[config.mk]
export PLATFORM = sky130hd
export DESIGN_NAME = cordic_fsm_param
export DESIGN_NICKNAME = d
export VERILOG_FILES = /design/src/rtl/cordic_fsm_pkg.sv /design/src/rtl/cordic_counter.sv /design/src/rtl/cordic_fsm_param.sv
export SDC_FILE = /design/constraint.sdc
export NUM_CORES = 1
export LEC_CHECK = 0
export ABC_AREA = 1
export CORE_UTILIZATION = 55
export CTS_BUF_LIST = sky130_fd_sc_hd__clkbuf_4
export CTS_CLUSTER_DIAMETER = 120
export DETAILED_ROUTE_END_ITERATION = 8
export PLACE_DENSITY_LB_ADDON = 0.05
export SYNTH_ARGS = -nofsm -noshare
export SYNTH_HDL_FRONTEND = slang
export SYNTH_HIERARCHICAL = 1
export SYNTH_SLANG_ARGS = --single-unit
[constraint.sdc]
create_clock -name clk -period 2.8 [get_ports clk]
set_clock_uncertainty 0.15 [all_clocks]
set_input_delay 0.56 -clock clk [delete_from_list [all_inputs] [get_ports clk]]
set_output_delay 0.56 -clock clk [all_outputs]
set_load 0.02 [all_outputs]
[src/rtl/cordic_fsm_pkg.sv]
// Shared state encoding, variable indices and angle-region codes for the
// CORDIC control FSM.
package cordic_fsm_pkg;

    typedef enum logic [3:0] {
        IDLE      = 4'd0,
        LOAD      = 4'd1,
        SETUP     = 4'd2,
        ADD_BEG   = 4'd3,
        ADD_WAIT  = 4'd4,
        ADD_ACK   = 4'd5,
        OUT_SEL   = 4'd6,
        OUT_LATCH = 4'd7,
        DONE      = 4'd8,
        ERR       = 4'd9
    } state_t;

    localparam logic [1:0] VAR_X = 2'd0;
    localparam logic [1:0] VAR_Y = 2'd1;
    localparam logic [1:0] VAR_Z = 2'd2;

    // Regions in which cos and sin trade places at the output.
    localparam logic [1:0] REGION_01 = 2'b01;
    localparam logic [1:0] REGION_10 = 2'b10;

    function automatic logic region_swaps(input logic [1:0] region);
        return (region == REGION_01) || (region == REGION_10);
    endfunction

endpackage

[src/rtl/cordic_counter.sv]
// Saturating up-counter with synchronous load; holds at MAX instead of wrapping.
module cordic_counter #(
    parameter int W   = 5,
    parameter int MAX = 15
) (
    input  logic         clk,
    input  logic         rst,
    input  logic         i_load,
    input  logic [W-1:0] i_load_val,
    input  logic         i_en,
    output logic [W-1:0] o_cnt,
    output logic         o_max_tick,
    output logic         o_min_tick
);

    logic [W-1:0] r_cnt;

    always_ff @(posedge clk or posedge rst) begin
        if (rst) begin
            r_cnt <= '0;
        end else if (i_load) begin
            r_cnt <= i_load_val;
        end else if (i_en && !o_max_tick) begin
            r_cnt <= r_cnt + 1'b1;
        end
    end

    assign o_cnt      = r_cnt;
    assign o_max_tick = (r_cnt == W'(MAX));
    assign o_min_tick = (r_cnt == '0);

endmodule

[src/rtl/cordic_fsm_param.sv]
// CORDIC control FSM: sequences X/Y/Z through N_ITER iterations on a shared
// add/subtract unit and flags a stalled unit as a timeout.
module cordic_fsm_param
    import cordic_fsm_pkg::*;
#(
    parameter int N_ITER  = 16,
    parameter int ITER_W  = 5,
    parameter int TIMEOUT = 255,
    parameter int TO_W    = 8
) (
    input  logic              clk,
    input  logic              reset,
    input  logic              beg_FSM_CORDIC,
    input  logic              ACK_FSM_CORDIC,
    input  logic              operation,
    input  logic              mode_in,
    input  logic [1:0]        shift_region_flag,
    input  logic              ready_add_subt,
    output logic              ready_CORDIC,
    output logic              err_timeout,
    output logic              busy,
    output logic              mode,
    output logic              beg_add_subt,
    output logic              ack_add_subt,
    output logic [ITER_W-1:0] iter_cnt,
    output logic [1:0]        var_cnt,
    output logic              sel_mux_1,
    output logic [1:0]        sel_mux_2,
    output logic              sel_mux_3,
    output logic              enab_RB1,
    output logic              enab_RB2,
    output logic              enab_d_ff_Xn,
    output logic              enab_d_ff_Yn,
    output logic              enab_d_ff_Zn,
    output logic              enab_dff_shifted_x,
    output logic              enab_dff_shifted_y,
    output logic              enab_dff_LUT,
    output logic              enab_dff_sign,
    output logic              enab_dff5,
    output logic              enab_d_ff_out,
    output logic [3:0]        dbg_state
);

    state_t            r_state;
    state_t            w_next;
    logic [TO_W-1:0]   r_to_cnt;
    logic              r_mode;
    logic              r_sel3;
    logic              w_to_hit;
    logic              w_iter_load, w_iter_en, w_var_load, w_var_en;
    logic              w_iter_max, w_iter_min, w_var_max, w_var_min;
    logic [ITER_W-1:0] w_iter;
    logic [1:0]        w_var;
    logic              w_add_phase;

    cordic_counter #(.W(ITER_W), .MAX(N_ITER - 1)) u_iter_cnt (
        .clk        (clk),
        .rst        (reset),
        .i_load     (w_iter_load),
        .i_load_val ('0),
        .i_en       (w_iter_en),
        .o_cnt      (w_iter),
        .o_max_tick (w_iter_max),
        .o_min_tick (w_iter_min)
    );

    cordic_counter #(.W(2), .MAX(int'(VAR_Z))) u_var_cnt (
        .clk        (clk),
        .rst        (reset),
        .i_load     (w_var_load),
        .i_load_val (VAR_X),
        .i_en       (w_var_en),
        .o_cnt      (w_var),
        .o_max_tick (w_var_max),
        .o_min_tick (w_var_min)
    );

    // The wait counter is compared before incrementing, so ERR is entered on
    // the edge that ends the TIMEOUT-th cycle without ready.
    assign w_to_hit = (TIMEOUT != 0) && (r_to_cnt == TO_W'(TIMEOUT - 1));

    always_ff @(posedge clk or posedge reset) begin
        if (reset) begin
            r_state <= IDLE;
        end else begin
            r_state <= w_next;
        end
    end

    always_comb begin
        w_next      = r_state;
        w_iter_load = 1'b0;
        w_iter_en   = 1'b0;
        w_var_load  = 1'b0;
        w_var_en    = 1'b0;
        case (r_state)
            IDLE:      if (beg_FSM_CORDIC) w_next = LOAD;
            LOAD: begin
                w_iter_load = 1'b1;
                w_var_load  = 1'b1;
                w_next      = SETUP;
            end
            SETUP:     w_next = ADD_BEG;
            ADD_BEG:   w_next = ADD_WAIT;
            ADD_WAIT: begin
                if (ready_add_subt) w_next = ADD_ACK;
                else if (w_to_hit)  w_next = ERR;
            end
            ADD_ACK: begin
                if (!w_var_max) begin
                    w_var_en = 1'b1;
                    w_next   = ADD_BEG;
                end else if (!w_iter_max) begin
                    w_var_load = 1'b1;
                    w_iter_en  = 1'b1;
                    w_next     = SETUP;
                end else begin
                    w_next = OUT_SEL;
                end
            end
            OUT_SEL:   w_next = OUT_LATCH;
            OUT_LATCH: w_next = DONE;
            DONE:      if (ACK_FSM_CORDIC) w_next = IDLE;
            ERR:       if (ACK_FSM_CORDIC) w_next = IDLE;
            default:   w_next = IDLE;
        endcase
    end

    always_ff @(posedge clk or posedge reset) begin
        if (reset) begin
            r_to_cnt <= '0;
            r_mode   <= 1'b0;
            r_sel3   <= 1'b0;
        end else begin
            if (r_state == ADD_BEG) begin
                r_to_cnt <= '0;
            end else if ((r_state == ADD_WAIT) && !ready_add_subt && !(&r_to_cnt)) begin
                r_to_cnt <= r_to_cnt + 1'b1;
            end
            if (r_state == LOAD) begin
                r_mode <= mode_in;
            end
            if ((r_state == ADD_ACK) && (w_next == OUT_SEL)) begin
                r_sel3 <= operation ^ region_swaps(shift_region_flag);
            end
        end
    end

    assign w_add_phase = (r_state == ADD_BEG) || (r_state == ADD_WAIT) || (r_state == ADD_ACK);

    always_comb begin
        busy               = (r_state != IDLE);
        ready_CORDIC       = (r_state == DONE);
        err_timeout        = (r_state == ERR);
        beg_add_subt       = (r_state == ADD_BEG);
        ack_add_subt       = (r_state == ADD_ACK);
        enab_RB1           = (r_state == LOAD);
        enab_RB2           = (r_state == SETUP);
        enab_dff_shifted_x = (r_state == SETUP);
        enab_dff_shifted_y = (r_state == SETUP);
        enab_dff_LUT       = (r_state == SETUP);
        enab_dff_sign      = (r_state == SETUP);
        sel_mux_1          = (r_state == SETUP) && !w_iter_min;
        sel_mux_2          = w_add_phase ? w_var : 2'd0;
        enab_d_ff_Xn       = (r_state == ADD_ACK) && w_var_min;
        enab_d_ff_Yn       = (r_state == ADD_ACK) && (w_var == VAR_Y);
        enab_d_ff_Zn       = (r_state == ADD_ACK) && (w_var == VAR_Z);
        enab_dff5          = (r_state == OUT_SEL);
        enab_d_ff_out      = (r_state == OUT_LATCH);
        sel_mux_3          = ((r_state == OUT_SEL) || (r_state == OUT_LATCH)) && r_sel3;
    end

    assign iter_cnt  = w_iter;
    assign var_cnt   = w_var;
    assign mode      = r_mode;
    assign dbg_state = r_state;

endmodule

==> run metrics <==
Worst R2R Start dbg_state[1]; DIE AREA ~3200 um2; maximum VDD drop just over 0.0007 V; status completed; WL per Instance between 10 and 15 um; RSZ-0062 raised after global routing no; die width 56.4 um; Cell Rows 19; worst-path cell chain nor3_1 -> nand2_1 -> nor2_1 -> clkdlybuf4s50_1; ys async rst share 100%; Synth Cell Area around 1600 um2; max_cap viols 0; post-cts hold buffer count 0; Starting Density between 50% and 60%; fillers 229; top_reg_cell synth dfrtp_1; Area Growth Syn to Fin 28.9%; slowest stage delay, CP 0.63 ns; Tcrit/Tclk final around 95%; Yosys cell types 27; via count 1545; startpoint types flip-flop; post-place setup slack 0.344 ns; Total Wirelength about 3500 um; CTS Buffer Depth 2; initial drt markers 74; PnR worst setup slack roughly 0.14 ns; hold_ws about 0.31 ns; first-pass GRT wire length around 6000 um; Power Density about 950 nW/um2; Via density 4.90; Crit-path slowest cell clkdlybuf4s50_1; setup TNS 0 ns; R2R depth 11; Ports 41; ant diodes 0; Power Total between 1500 and 2000 uW; global route overflow 0; cell taking the most area after synthesis dfrtp_1; Placed Instances 311; leak pwr 0.00118 uW; final setup vio count 0; total track usage between 20% and 30%; Clock Latency Late Sink roughly 0.31 ns; TritonCTS clock tree done; EDFF count, synth 0; DRT Pass-1 Iters 4; CP required 2.09 ns; Final Net Count 301; Placer Congestion approximately 0.81; CP arrival roughly 2.0 ns; Routed Antenna Nets 0; Worst Hold Class in -> async; Clock Pin Slew Worst Setup and Hold Paths approximately 0.12 ns; r2r setup slk approximately 0.8 ns; Mapped Cells around 240; H-tree levels 1; top post-synthesis cells by area dfrtp_1 32%, nand2_1 17%, inv_1 9.7%, ha_1 5.4%, nand3_1 4.9%; final std cells w/o fill 315; initial antenna violation count 0; critical path peak fanout 6; type of the worst setup path reg -> out; Avg Cell Area, Syn 6.83 um2; slew margin rel. between 60 and 70%; synth warn 6; worst slew pin tran ~0.54 ns; Final Slew Violations 0; largest net degree at the start of global routing 15; max frequency ~0.38 GHz; CTS root buffer clkbuf_4; share of the synthesized area in the top cell type between 30% and 40%; share of layout cells above drive strength 1 between 10% and 20%; DRC violations left 0; post-DP HPWL 2760 um; sequential area share after synthesis 32.3%; TritonCTS Buffers 3; Sink Count 21; Fin. Hold Viols 0; vias in the first global route about 1400; Tmin final around 2.7 ns; flops & latches, synth 21; top post-synthesis cells by count 74 x nand2_1, 42 x inv_1, 21 x dfrtp_1, 19 x nor2_1, 16 x nand3_1; IO buf count 40; count leader, synth nand2_1; Die H 56.4 um; Crit. End Element primary output; RR Endpoint u_var_cnt/o_cnt[1]; area of the core ~2800 um2
## metrics by stage
| step | util, % | cell area [um2] |
|---|---|---|
| 3_3_place_gp | 73.9 | 2050 |
| 5_1_grt | 75.4 | 2100 |
| 3_5_place_dp | 73.9 | 2050 |
| 6_report | 75.4 | 2100 |
| 2_1_floorplan | - | 1650 |
| 4_1_cts | 74.9 | 2080 |
## routing by layer
metal / part of all wire, % / GRT usage (%) / vias up
li1: - / - / 803
met1: 46 / 30.2 / 702
met2: 49 / 40.0 / 33
met3: 3.8 / 5.76 / 7
met4: 1.3 / 7.32 / 0
met5: 0 / 0 / -
## sequential cells by signal (all words and copies together), names as in the netlist
| name | count |
|---|---|
| dbg_state | 4 |
| mode | 1 |
| r_sel3 | 1 |
| r_to_cnt | 8 |
| u_iter_cnt/o_cnt | 5 |
| u_var_cnt/o_cnt | 2 |
## area by class of cell
type / count / area, um2 / area share [%]
inverters: 51 / 199 / 9.49
clock buffers: 4 / 30.0 / 1.43
repair buffers: 41 / 418 / 19.9
multi-input cells: 167 / 883 / 42.1
well taps: 31 / 38.8 / 1.85
flip-flops and latches: 21 / 528 / 25.2
## logic make-up after synthesis
logic type | count (synthesis) | share of synthesized area, %
xor+xnor | 5 | 2.69
flops | 21 | 32.3
compound gates | 11 | 3.46
buf+inv | 56 | 14.8
fa+ha+maj | 7 | 5.38
other cells | 1 | 0.231
simple gates | 137 | 41.2
## layout by cell type, fill, tap and decap left out, drive strengths merged
master         Yosys  final
nand2             79     79
buf                5      1
nor2              26     26
clkbuf             0      4
dlymetal6s2s       0      5
xor2               2      2
nand4              6      6
o21ai             10     10
xnor2              3      3
clkdlybuf4s50      0     33
nor3               7      7
nand3             18     18
ha                 7      7
nand3b             1      1
dfrtp             21     21
dlygate4sd2        0      2
conb               1      7
inv               51     51
a31oi              1      1
## worst max-delay path by stage
stage                       startpoint  depth (start not counted)  slack, ns            endpoint
after floorplan           dbg_state[0]                          4       0.75        enab_d_ff_Yn
after global placement    dbg_state[1]                          7       0.39        sel_mux_2[1]
after detailed placement  dbg_state[1]                          7       0.34        sel_mux_2[1]
after CTS                 dbg_state[3]                          4       0.10  enab_dff_shifted_x
after global routing      dbg_state[1]                          5       0.02           sel_mux_1
final                     dbg_state[3]                          4       0.14           sel_mux_1
## power breakdown
part | switching (uW) | total, uW | internal (uW)
Sequential | 124 | 522 | 399
Clock | 94.2 | 160 | 65.4
Combinational | 782 | 1320 | 536
## timing repair
action / 4_1_cts / 5_1_grt
cloned: 0 / 0
endpoints found under the setup margin: 2 / 8
resized for setup: 3 / 6
hold endpoints to repair: 0 / 0
setup buffers: 0 / 0
## critical path: cells and delay by family (launching register included)
family	cells	cell delay [ns]
buf+inv	1	0.63
simple gates	3	0.53
flops	1	0.49
Note: power is estimated with default switching activity, not from simulation.
